### src/rtl/regfile_ctrl_pkg.sv
`default_nettype none
// ============================================================================
// Package  : regfile_ctrl_pkg
// Summary  : Shared constants and state type for the register-file write
//            control path (write arbiter and its clients).
// Revision : 1.0 - initial release
// ============================================================================
package regfile_ctrl_pkg;

    localparam int XLEN       = 32;
    localparam int REG_ADDR_W = 5;
    localparam int NUM_REGS   = 32;

    // Requester slot assignment on the shared write port
    localparam int REQ_EXEC   = 0;
    localparam int REQ_LOAD   = 1;
    localparam int REQ_DEBUG  = 2;

    typedef enum logic {
        ST_INIT = 1'b0,
        ST_RUN  = 1'b1
    } wr_arb_state_t;

endpackage
`default_nettype wire

### src/rtl/regfile_write_arbiter_rr_arbiter.sv
`default_nettype none
// ============================================================================
// Module   : rr_arbiter
// Summary  : Round-robin arbiter. Grants the first requester at or after the
//            priority pointer; the pointer moves past the grantee when the
//            grant is consumed (advance). Reusable for any shared port.
// Revision : 1.0 - initial release
// ============================================================================
module rr_arbiter #(
    parameter int N = 3
) (
    input  logic         clk,
    input  logic         reset,
    input  logic [N-1:0] req,
    input  logic         advance,
    output logic [N-1:0] grant
);

    localparam int               PTR_W    = (N > 1) ? $clog2(N) : 1;
    localparam logic [PTR_W:0]   N_EXT    = (PTR_W+1)'(N);
    localparam logic [PTR_W:0]   LAST_IDX = (PTR_W+1)'(N - 1);

    logic [PTR_W-1:0] ptr_q;
    logic [PTR_W-1:0] ptr_d;
    logic [PTR_W-1:0] grant_idx;
    logic [PTR_W:0]   cand;
    logic             found;

    // Scan from the pointer upward with wrap; the first valid request wins
    always_comb begin
        grant     = '0;
        grant_idx = '0;
        found     = 1'b0;
        cand      = '0;
        for (int i = 0; i < N; i++) begin
            cand = {1'b0, ptr_q} + (PTR_W+1)'(i);
            if (cand >= N_EXT) begin
                cand = cand - N_EXT;
            end
            if (!found && req[cand[PTR_W-1:0]]) begin
                found     = 1'b1;
                grant_idx = cand[PTR_W-1:0];
            end
        end
        if (found) begin
            grant[grant_idx] = 1'b1;
        end
    end

    // Pointer moves to grantee+1 (mod N) only when the grant is taken
    always_comb begin
        ptr_d = ptr_q;
        if (advance && found) begin
            if ({1'b0, grant_idx} == LAST_IDX) begin
                ptr_d = '0;
            end else begin
                ptr_d = grant_idx + PTR_W'(1);
            end
        end
    end

    // Priority pointer register
    always_ff @(posedge clk or posedge reset) begin
        if (reset) begin
            ptr_q <= '0;
        end else begin
            ptr_q <= ptr_d;
        end
    end

endmodule
`default_nettype wire

### src/rtl/regfile_write_arbiter.sv
`default_nettype none
// ============================================================================
// Module   : regfile_write_arbiter
// Summary  : Owns the register-file write port. After reset it clears
//            r1..r31 (optional), then arbitrates round-robin between the
//            writeback requesters. Writes to x0 are consumed but suppressed.
// Revision : 1.0 - initial release
// ============================================================================
module regfile_write_arbiter
    import regfile_ctrl_pkg::*;
#(
    parameter int NUM_REQ    = 3,
    parameter int XLEN       = 32,
    parameter bit INIT_CLEAR = 1'b1
) (
    input  logic                               clk,
    input  logic                               reset,
    input  logic [NUM_REQ-1:0]                 req_valid,
    input  logic [NUM_REQ-1:0][REG_ADDR_W-1:0] req_addr,
    input  logic [NUM_REQ-1:0][XLEN-1:0]       req_data,
    output logic [NUM_REQ-1:0]                 req_ready,
    output logic [REG_ADDR_W-1:0]              write_reg,
    output logic [XLEN-1:0]                    write_data,
    output logic                               write_enable,
    output logic                               init_done
);

    localparam wr_arb_state_t         RESET_STATE = INIT_CLEAR ? ST_INIT : ST_RUN;
    localparam logic [REG_ADDR_W-1:0] LAST_CLEAR  = REG_ADDR_W'(NUM_REGS - 1);

    wr_arb_state_t         state_q,        state_d;
    logic [REG_ADDR_W-1:0] clr_cnt_q,      clr_cnt_d;
    logic [REG_ADDR_W-1:0] write_reg_q,    write_reg_d;
    logic [XLEN-1:0]       write_data_q,   write_data_d;
    logic                  write_enable_q, write_enable_d;

    logic                  arb_en;
    logic [NUM_REQ-1:0]    arb_req;
    logic [NUM_REQ-1:0]    grant;
    logic                  handshake;
    logic [REG_ADDR_W-1:0] sel_addr;
    logic [XLEN-1:0]       sel_data;

    // Grants only in RUN; reset is included so ready is low while it is held
    assign arb_en    = (state_q == ST_RUN) && !reset;
    assign arb_req   = req_valid & {NUM_REQ{arb_en}};
    assign handshake = |grant;
    assign req_ready = grant;

    rr_arbiter #(
        .N(NUM_REQ)
    ) u_rr_arbiter (
        .clk     (clk),
        .reset   (reset),
        .req     (arb_req),
        .advance (handshake),
        .grant   (grant)
    );

    // One-hot grant mux of the winning requester's address and data
    always_comb begin
        sel_addr = '0;
        sel_data = '0;
        for (int i = 0; i < NUM_REQ; i++) begin
            if (grant[i]) begin
                sel_addr = sel_addr | req_addr[i];
                sel_data = sel_data | req_data[i];
            end
        end
    end

    // Next-state: clear sweep in INIT, captured handshake in RUN
    always_comb begin
        state_d        = state_q;
        clr_cnt_d      = clr_cnt_q;
        write_reg_d    = write_reg_q;
        write_data_d   = write_data_q;
        write_enable_d = 1'b0;
        case (state_q)
            ST_INIT: begin
                write_enable_d = 1'b1;
                write_reg_d    = clr_cnt_q;
                write_data_d   = '0;
                clr_cnt_d      = clr_cnt_q + REG_ADDR_W'(1);
                if (clr_cnt_q == LAST_CLEAR) begin
                    state_d = ST_RUN;
                end
            end
            default: begin
                if (handshake) begin
                    write_reg_d    = sel_addr;
                    write_data_d   = sel_data;
                    // x0 is hardwired zero: accept the request, drop the write
                    write_enable_d = (sel_addr != '0);
                end
            end
        endcase
    end

    // State, clear counter and write-port output registers
    always_ff @(posedge clk or posedge reset) begin
        if (reset) begin
            state_q        <= RESET_STATE;
            clr_cnt_q      <= REG_ADDR_W'(1);
            write_reg_q    <= '0;
            write_data_q   <= '0;
            write_enable_q <= 1'b0;
        end else begin
            state_q        <= state_d;
            clr_cnt_q      <= clr_cnt_d;
            write_reg_q    <= write_reg_d;
            write_data_q   <= write_data_d;
            write_enable_q <= write_enable_d;
        end
    end

    assign write_reg    = write_reg_q;
    assign write_data   = write_data_q;
    assign write_enable = write_enable_q;
    assign init_done    = (state_q == ST_RUN) && !reset;

endmodule
`default_nettype wire

### config.mk
export PLATFORM = sky130hd
export DESIGN_NAME = regfile_write_arbiter
export DESIGN_NICKNAME = d
export VERILOG_FILES = /design/src/rtl/regfile_ctrl_pkg.sv /design/src/rtl/regfile_write_arbiter_rr_arbiter.sv /design/src/rtl/regfile_write_arbiter.sv
export SDC_FILE = /design/constraint.sdc
export NUM_CORES = 1
export LEC_CHECK = 0
export CORE_MARGIN = 2
export CORE_UTILIZATION = 39
export CTS_CLUSTER_DIAMETER = 60
export CTS_CLUSTER_SIZE = 20
export DETAILED_ROUTE_END_ITERATION = 7
export PLACE_DENSITY = 0.93
export SKIP_CTS_REPAIR_TIMING = 1
export SLEW_MARGIN = 30
export SYNTH_ARGS = -nofsm -noshare
export SYNTH_HDL_FRONTEND = slang
export SYNTH_SLANG_ARGS = --single-unit
### constraint.sdc
create_clock -name clk -period 6 [get_ports clk]
set_input_delay 1.2 -clock clk [delete_from_list [all_inputs] [get_ports clk]]
set_output_delay 1.2 -clock clk [all_outputs]
set_load 0.01 [all_outputs]
* After elaboration in Yosys (flattened, before gate mapping)
Index checks and enable logic that the tools add are counted. Widths: inputs -> output; s select.
Word-level totals: flip-flop bits (word level) 46, bits in latches 0, RAM bits 0, memory bits (read-only) 0, bits of input ports 116, output and inout port bits 42, logic and storage cells 72, memories 0
Operators by class: add/sub/neg operators 7, multipliers 0, divide/modulo/power cells 0, $lt $le $gt $ge 8, equal/unequal tests 3, shift operators 0, mux-type cells 33, bitwise operators 5, reductions and logical operators 10
Operators by type and width (number):
- $mux 32 | 5
- $or 32x32->32 | 2
- $mux 5 | 5
- $mux 2 | 7
- $lt 2x3->1 const B | 4
- $mux 1 | 11
- $or 5x5->5 | 2
- $bmux 1 s2 | 3
- $ge 3x2->1 const B | 2
- $sub 2x2->2 const B | 3
- $add 5x1->5 const B | 1
- $eq 5x5->1 const B | 1
- $logic_and 1x1->1 | 5
- $reduce_bool 5->1 | 1
- $add 2x1->3 const B | 1
- $add 2x2->3 const B | 1
- $and 3x3->3 | 1
- $logic_not 1->1 | 3
- $mux 3 | 1
- $reduce_or 3->1 | 1
- $add 2x1->2 const B | 1
- $demux 1 s2 | 1
- $eq 2x2->1 const B | 1
- $ge 2x1->1 const B | 1
- other kinds (2) | 2

* Longest topological paths before layout
Gate-level depths: netlist of the first run.
depth after elaboration 25, mapped depth 10, depth with buffers taken out 9

* Hierarchy
A second synthesis of the first run with hierarchy kept.
Second synthesis, totals: cell total of the unflattened synthesis 218, area total of the unflattened synthesis 2527.4 sq um
By module, submodules not included:
- regfile_write_arbiter | times used 1, cells an instance 171, area an instance 2120.8 sq um, sequential area each 1102.3 sq um
- rr_arbiter | times used 1, cells an instance 47, area an instance 406.6 sq um, sequential area each 50.0 sq um

* Worst setup path after synthesis of the first run
OpenSTA, ideal clock, no wires.
kind in2out, start input reset, end output req_ready[1], arrival 3.207 ns, required time 4.800 ns, path slack 1.593 ns, stages on the path 8, buffers on the path 2, path through inv_1 -> nand2_1 -> inv_1 -> nand3_1 -> nor2_1 -> a41o_1 -> buf_6 -> buf_2
On the way: longest elaborated chain between the ends 17, elaborated cells between the ends (all ways) 25, those cells by class 2 x order compare; 15 x mux; 1 x bitwise; 7 x reduce/logical
RTL lines:
- start, declared | line regfile_write_arbiter.sv:17 | input logic reset,
- $logic_not 1->1 (no line) *
- $logic_and 1x1->1 *
- named net init_done | line regfile_write_arbiter.sv:25 | output logic init_done
- $and 3x3->3 * | line regfile_write_arbiter.sv:46 | assign arb_req = req_valid & {NUM_REQ{arb_en}};
- $bmux 1 s2 | line regfile_write_arbiter_rr_arbiter.sv:40 | if (!found && req[cand[PTR_W-1:0]]) begin
- $mux 1 (implied by the code) | line regfile_write_arbiter_rr_arbiter.sv:40
- $mux 1 | line regfile_write_arbiter_rr_arbiter.sv:40
- $logic_not 1->1 | line regfile_write_arbiter_rr_arbiter.sv:40
- [... 2 more ...]
- $logic_not 1->1 | line regfile_write_arbiter_rr_arbiter.sv:40
- $logic_and 1x1->1 | line regfile_write_arbiter_rr_arbiter.sv:40
- $mux 2 | line regfile_write_arbiter_rr_arbiter.sv:40
- $lt 2x3->1 (implied by the code) / $ge 2x1->1 (equally long branches) | line regfile_write_arbiter_rr_arbiter.sv:46 | grant[grant_idx] = 1'b1;
- $logic_and 1x1->1 (implied by the code) | line regfile_write_arbiter_rr_arbiter.sv:46
- $mux 1 (implied by the code) | line regfile_write_arbiter_rr_arbiter.sv:46
- $demux 1 s2
- $mux 3 * | line regfile_write_arbiter_rr_arbiter.sv:45 | if (found) begin
- end, declared | line regfile_write_arbiter.sv:21 | output logic [NUM_REQ-1:0] req_ready,
Mark *: on every way through the listed nets, which the timed path passes. The rest lies on a longest branch. The select of a mux whose other input is x is not followed.

* Worst setup path in the final report of the first run
start input reset, end output req_ready[2]
On the way: longest elaborated chain between the ends 17, elaborated cells between the ends (all ways) 25, those cells by class 2 x order compare; 15 x mux; 1 x bitwise; 7 x reduce/logical
RTL lines:
- $logic_not 1->1 (no line) *
- $logic_and 1x1->1 * | line regfile_write_arbiter.sv:45 | assign arb_en = (state_q == ST_RUN) && !reset;
- $and 3x3->3 * | line regfile_write_arbiter.sv:46
- $bmux 1 s2 | line regfile_write_arbiter_rr_arbiter.sv:40
- $mux 1 (implied by the code) | line regfile_write_arbiter_rr_arbiter.sv:40
- $mux 1 | line regfile_write_arbiter_rr_arbiter.sv:40
- $logic_not 1->1 | line regfile_write_arbiter_rr_arbiter.sv:40
- $logic_and 1x1->1 | line regfile_write_arbiter_rr_arbiter.sv:40
- $mux 1 | line regfile_write_arbiter_rr_arbiter.sv:40
- $logic_not 1->1 | line regfile_write_arbiter_rr_arbiter.sv:40
- $logic_and 1x1->1 | line regfile_write_arbiter_rr_arbiter.sv:40
- $mux 2 | line regfile_write_arbiter_rr_arbiter.sv:40
- $lt 2x3->1 (implied by the code) / $ge 2x1->1 (equally long branches) | line regfile_write_arbiter_rr_arbiter.sv:46
- $logic_and 1x1->1 (implied by the code) | line regfile_write_arbiter_rr_arbiter.sv:46
- $mux 1 (implied by the code) | line regfile_write_arbiter_rr_arbiter.sv:46
- $demux 1 s2
- $mux 3 * | line regfile_write_arbiter_rr_arbiter.sv:45
Every way passes the cells marked *; elsewhere a longest branch is shown, timed or not. The select of a mux whose other input is x is not followed.

==> run_results.csv, run 1 <==
group,metric,value,unit
logic_synthesis,ys_seq_area_frac,0.479,
critical_path,worstPathMaxFanout,45,
placed_design,place_ws,1.30,ns
placed_design,dp.final_hpwl,5820,um
logic_synthesis,ys.warnings.count,0,
timing,finalCritPeriodShare,0.789,
logic_synthesis,async_reset_ff_frac,1.00,
final_layout,syn_to_final_growth,70.4,%
critical_path,slowest_stage,"clkdlybuf4s50_1",
routing,viasPerCell,5.61,
final_layout,layout.nets,506,
timing,finalSetupViolCount,0,
status,status,"finished clean",
final_layout,drive_gt1_frac,0.0801,
cts,cts_root_buf,"clkbuf_8",
logic_synthesis,syn_area_per_cell,10.2,um^2
timing,clock-skew-final,0.00422,ns
placed_design,place.gp.congestion,0.793,
power_and_ir_drop,p_leak,1.75,nW
timing,rsz0062_at_grt,"false",
logic_synthesis,ys_ff_latch,46,
timing,finalHoldViolations,0,
cts,clk_latency,0.29,ns
die,ios,158,
global_route,overflow,0,
logic_synthesis,synth_top_area_share,0.468,
routing,first_pass_iters,6,
die,dieArea,6810,um^2
die,fp.dieH,82.5,um
power_and_ir_drop,vdd_drop_max,417,uV
final_layout,final_area,4100,um^2
routing,ant_nets,0,
logic_synthesis,synth-compound-area-share,0.229,
timing,tightestPinTransition,0.681,ns
global_route,grt_max_degree,47,
critical_path,path_common_cell,"clkdlybuf4s50_1",
critical_path,crit_path_max_incr_delay,0.65,ns
power_and_ir_drop,p_total,1.90,mW
critical_path,r2r-start,"u_rr_arbiter.ptr_q[1]$_DFFE_PP0P_",
worst_hold_path,hold_depth,1,
critical_path,crit_buf_inv,3,
die,core,5960,um^2
logic_synthesis,synthFlopType,"dfrtp_1",
logic_synthesis,synth_top_family_by_area,"compound AO/OA/AOI/OAI gates",
critical_path,cp_top_family,"buffers and inverters",
logic_synthesis,yosys.area_share.simple,0.177,
routing,drtIter0Drc,226,
final_layout,largest_reg_flops,32,
die,die_w,82.5,um
global_route,grt_pass1_vias,2555,
cts,cts-buffers-inserted,5,
cts,clkTransAtPathRegs,0.08,ns
global_route,antenna_found_initial,0,
die,rows,28,
logic_synthesis,syn_nets,355,
critical_path,startpoint_type,"input pin",
critical_path,reg2regPathDepth,10,
logic_synthesis,synthAdderAreaFrac,0.0208,
logic_synthesis,synth_edf_count,0,
timing,maxSlewViolCount,0,
worst_hold_path,hold_end,"clr_cnt_q[0]$_DFFE_PP1N_",
critical_path,worstPathArrival,3.54,ns
timing,layout_setup_ws,1.26,ns
critical_path,path_cells,"clkdlybuf4s50_1 > nor3b_2 > o2111ai_1 > a21boi_4 > buf_4 > clkdlybuf4s50_1",
critical_path,end_kind,"output pin",
cts,cts_tree,"done",
timing,relSlewSlack,0.546,
global_route,track_usage,0.229,
logic_synthesis,synth.area.top_cells,"dfrtp_1 47%, a222oi_1 13%, nand2_1 11%",
routing,drc,0,
final_layout,n_antenna_cell,0,
worst_hold_path,hold_path_class,"register to register",
logic_synthesis,muxShareOfSynthArea,0.0234,
cts,cts_buffer_depth,2,
cts,h-tree-depth,2,
routing,dr_total_vias,2592,
placed_design,place_area,3990,um^2
critical_path,reg2reg_to,"write_enable$_DFF_PP0_",
global_route,grt_pass1_wl,11800,um
placed_design,port_buffers,157,
logic_synthesis,synth_top_area_cell,"dfrtp_1",
logic_synthesis,ys_types,37,
critical_path,r2r_slack,3.16,ns
routing,avgRoutedWirePerCell,17.0,um
run,drv_cap,0,
logic_synthesis,synth-xor-area-share,0.0109,
logic_synthesis,syn_area,2410,um^2
worst_hold_path,min_from,"clr_cnt_q[0]$_DFFE_PP1N_",
die,initial_core_util,0.404,
final_layout,utilization,0.688,
critical_path,critPathRequiredTime,4.80,ns
timing,period_needed,4.74,ns
critical_path,path_class,"input pin to output pin",
timing,setup-tns-final,0,ns
timing,fmax,211,MHz
power_and_ir_drop,p_per_area,463,nW/um^2
cts,cts_sinks,46,
routing,wirelength,7860,um
logic_synthesis,syn_inst,235,
## Yosys cell counts (4+ instances only)
library cell,count
nand2_1,72
dfrtp_1,45
a222oi_1,32
inv_1,8
buf_2,7
nor3b_1,6
buf_6,5
mux2_2,5
a221oi_2,4
clkbuf_1,4
ha_1,4
## placed cells by master, fill, tap and decap left out, types with 3 or more instances in the layout
cell             netlist  routed
o221ai_1               3       3
clkdlybuf4s50_1        0     157
a222oi_1              32      32
a221oi_2               4       4
nand3_1                3       3
xnor2_1                3       3
clkbuf_8               0       5
mux2_2                 5       5
nor3b_1                6       6
nand2_1               72      72
ha_1                   4       4
dfrtp_1               45      45
nand2b_1               3       3
inv_1                  8       7
o21ai_0                3       3
a21oi_1                3       3
buf_4                  1       4
## area by class of cell
cell class | count | area [um^2]
Clock inverter | 3 | 40.0
Multi-Input combinational cell | 164 | 1110
Inverter | 8 | 30.0
Sequential cell | 46 | 1150
Timing Repair Buffer | 161 | 1600
Fill cell | 458 | 1860
Clock buffer | 5 | 68.8
Tap cell | 75 | 93.8
## per-stage QoR
| stage | hold slack (ns) | cells |
|---|---|---|
| final | 0.507 | 462 |
| after floorplan | 0.459 | 235 |
| after detailed placement | 0.491 | 454 |
| after global routing | 0.512 | 462 |
| after global placement | 0.478 | 454 |
| after CTS | 0.506 | 462 |
## where the power goes
group | total [mW] | switching, mW | internal (mW)
Sequential | 0.532 | 0.0767 | 0.455
Combinational | 1.14 | 0.566 | 0.574
Clock | 0.225 | 0.102 | 0.123
Total | 1.90 | 0.745 | 1.15
## worst register-to-register path, delay by kind of cell (launching register included)
| family | cells | cell delay (ns) |
|---|---|---|
| DFF | 1 | 0.39 |
| adders and majority gates | 1 | 0.29 |
| AOI/OAI and AO/OA | 2 | 0.47 |
| muxes | 1 | 0.39 |
| and+or+nand+nor | 4 | 0.64 |
| buffers and inverters | 2 | 0.54 |
## worst max path at each step
stage / slack (ns) / end / depth (start not counted) / from
global route: 1.17 / req_ready[2] / 6 / reset
CTS: 1.29 / req_ready[2] / 6 / reset
detailed placement: 1.30 / req_ready[2] / 6 / reset
floorplan: 1.59 / req_ready[1] / 8 / reset
global placement: 1.38 / req_ready[2] / 6 / reset
finish: 1.26 / req_ready[2] / 6 / reset
## logic make-up after synthesis
kind of cell,Yosys count
buf+inv,25
fa+ha+maj,4
simple gates,96
xor+xnor,3
flops,46
compound gates,56
mux,5
## per-layer routing
metal / part of all wire / up-vias / GRT usage
li1: - / 1186 / -
met1: 0.38 / 1238 / 0.273
met2: 0.51 / 152 / 0.394
met3: 0.089 / 16 / 0.0641
met4: 0.020 / 0 / 0.0820
met5: 0 / - / 0
No activity file was read; power rests on OpenSTA's default activity.
==> inputs of run 2 (changes only) <==
--- a/config.mk
+++ b/config.mk
@@ -6,11 +6,11 @@
 export NUM_CORES = 1
 export LEC_CHECK = 0
 export CORE_MARGIN = 2
-export CORE_UTILIZATION = 39
+export CORE_UTILIZATION = 33
 export CTS_CLUSTER_DIAMETER = 60
 export CTS_CLUSTER_SIZE = 20
 export DETAILED_ROUTE_END_ITERATION = 7
-export PLACE_DENSITY = 0.93
+export PLACE_DENSITY = 0.85
 export SKIP_CTS_REPAIR_TIMING = 1
 export SLEW_MARGIN = 30
 export SYNTH_ARGS = -nofsm -noshare
==> constraint.sdc (replaced) <==
create_clock -name clk -period 3.8 [get_ports clk]
set_input_delay 0.76 -clock clk [delete_from_list [all_inputs] [get_ports clk]]
set_output_delay 0.76 -clock clk [all_outputs]
set_load 0.01 [all_outputs]
==> run 2 against run 1 <==
  * The run now ends with design-rule violations left
  * Count of clock-buffer cells in the layout grew 1
  * Hold slack lost 0.0051 ns
  * Critical path depth is the same
  * Clock power grew 61%
  * Die area grew 17%
==> run_results.csv, run 2 (same netlist as run 1, synthesis figures left out) <==
group,metric,value,unit
critical_path,critPathRequiredTime,3.04,ns
placed_design,place_ws,0.311,ns
worst_hold_path,min_from,"clr_cnt_q[3]$_DFFE_PP0N_",
global_route,track_usage,0.194,
power_and_ir_drop,p_total,3.01,mW
die,die_w,89.4,um
global_route,overflow,0,
cts,cts_tree,"done",
routing,drc,3,
timing,clock-skew-final,0.00887,ns
cts,clkTransAtPathRegs,0.08,ns
routing,viasPerCell,5.25,
timing,finalHoldViolations,0,
status,status,"finished, violations left",
global_route,antenna_found_initial,0,
die,ios,158,
routing,drtIter0Drc,203,
die,initial_core_util,0.337,
power_and_ir_drop,vdd_drop_max,293,uV
timing,relSlewSlack,0.601,
final_layout,final_area,4150,um^2
final_layout,fillers,626,
routing,first_pass_iters,8,
worst_hold_path,hold_path_class,"register to register",
status,violations,"design-rule violations",
final_layout,n_antenna_cell,0,
timing,maxSlewViolCount,0,
final_layout,largest_reg_flops,32,
routing,dr_total_vias,2560,
cts,cts_root_buf,"clkbuf_8",
routing,avgRoutedWirePerCell,16.0,um
critical_path,r2r-start,"state_q$_DFF_PP0_",
timing,tightestPinTransition,0.599,ns
timing,finalSetupViolCount,0,
timing,hold_ws,0.502,ns
final_layout,utilization,0.581,
final_layout,layout_common_cells,"157 x clkdlybuf4s50_1, 72 x nand2_1, 45 x dfrtp_1",
final_layout,drive_gt1_frac,0.0797,
placed_design,dp.final_hpwl,5820,um
placed_design,dpl.cell_count,480,
final_layout,layout.nets,508,
timing,period_needed,3.50,ns
critical_path,end_kind,"output pin",
final_layout,syn_to_final_growth,72.3,%
cts,cts-buffers-inserted,5,
cts,h-tree-depth,2,
die,rows,31,
cts,cts_sinks,46,
cts,cts_buffer_depth,2,
timing,setup-tns-final,0,ns
global_route,grt_pass1_wl,12000,um
placed_design,place.gp.congestion,0.985,
run,drv_cap,0,
critical_path,critical_path.startpoint,"reset",
critical_path,startpoint_type,"input pin",
die,core,7140,um^2
die,dieArea,7990,um^2
critical_path,path_class,"input pin to output pin",
power_and_ir_drop,p_per_area,727,nW/um^2
placed_design,place_area,4040,um^2
cts,clk_latency,0.30,ns
critical_path,worstPathMaxFanout,8,
final_layout,finalNonFillerCells,488,
critical_path,reg2regPathDepth,8,
worst_hold_path,hold_depth,1,
routing,wirelength,7810,um
global_route,grt_max_degree,47,
timing,rsz0062_at_grt,"false",
routing,ant_nets,0,
critical_path,worstPathArrival,2.74,ns
placed_design,port_buffers,157,
timing,layout_setup_ws,0.302,ns
final_layout,final_common_cell,"clkdlybuf4s50_1",
die,fp.dieH,89.4,um
timing,fmax,286,MHz
global_route,grt_pass1_vias,2616,
power_and_ir_drop,p_leak,1.75,nW
timing,finalCritPeriodShare,0.920,
==> run 2: cell count changes in the layout (fill, tap and decap cells not counted) <==
cell / change
buf_4: +2
clkinv_2: -2
clkinvlp_4: +1
o2111a_1: +1
clkbuf_1: +1
o2111a_2: -1
==> run 2: routing by layer <==
metal / part of all wire / global-route usage / up-vias / wire length, um
li1: - / - / 1191 / -
met1: 0.40 / 0.226 / 1231 / 3090
met2: 0.50 / 0.333 / 117 / 3900
met3: 0.077 / 0.0545 / 21 / 605
met4: 0.028 / 0.0841 / 0 / 216
met5: 0 / 0 / - / 0
==> run 2: worst max-delay path, stage by stage <==
cell and delay [ns]:
clkdlybuf4s50_1 0.57, and3b_1 0.23, a32oi_2 0.31, o2bb2ai_2 0.28, nor2_2 0.06, clkdlybuf4s50_1 0.52
==> run 2: path summary, 6_finish.rpt <==
| check | end | slack [ns] |
|---|---|---|
| setup / recovery | req_ready[0] | 0.30 |
| hold / removal | clr_cnt_q[3]$_DFFE_PP0N_ | 0.50 |
| setup reg to reg | write_enable$_DFF_PP0_ | 1.19 |
| hold reg to reg | clr_cnt_q[3]$_DFFE_PP0N_ | 0.50 |
| max in group asynchronous | clr_cnt_q[2]$_DFFE_PP0N_ | 2.32 |
| min in group asynchronous | write_data[0]$_DFFE_PP0P_ | 1.07 |
==> run 2: area by class of cell <==
type | count | area, um^2 | share of cell area
clock buffers | 6 | 72.6 | 0.0175
clock inverters | 2 | 37.5 | 0.00906
inverters | 8 | 30.0 | 0.00724
multi-input cells | 164 | 1110 | 0.268
flip-flops and latches | 46 | 1150 | 0.278
well taps | 99 | 124 | 0.0299
repair buffers | 163 | 1620 | 0.390
==> run 2: power by group <==
group / total, mW / switching, mW / internal, mW
clock: 0.363 / 0.167 / 0.196
sequential: 0.836 / 0.117 / 0.719
combinational: 1.82 / 0.895 / 0.920
total: 3.01 / 1.18 / 1.84
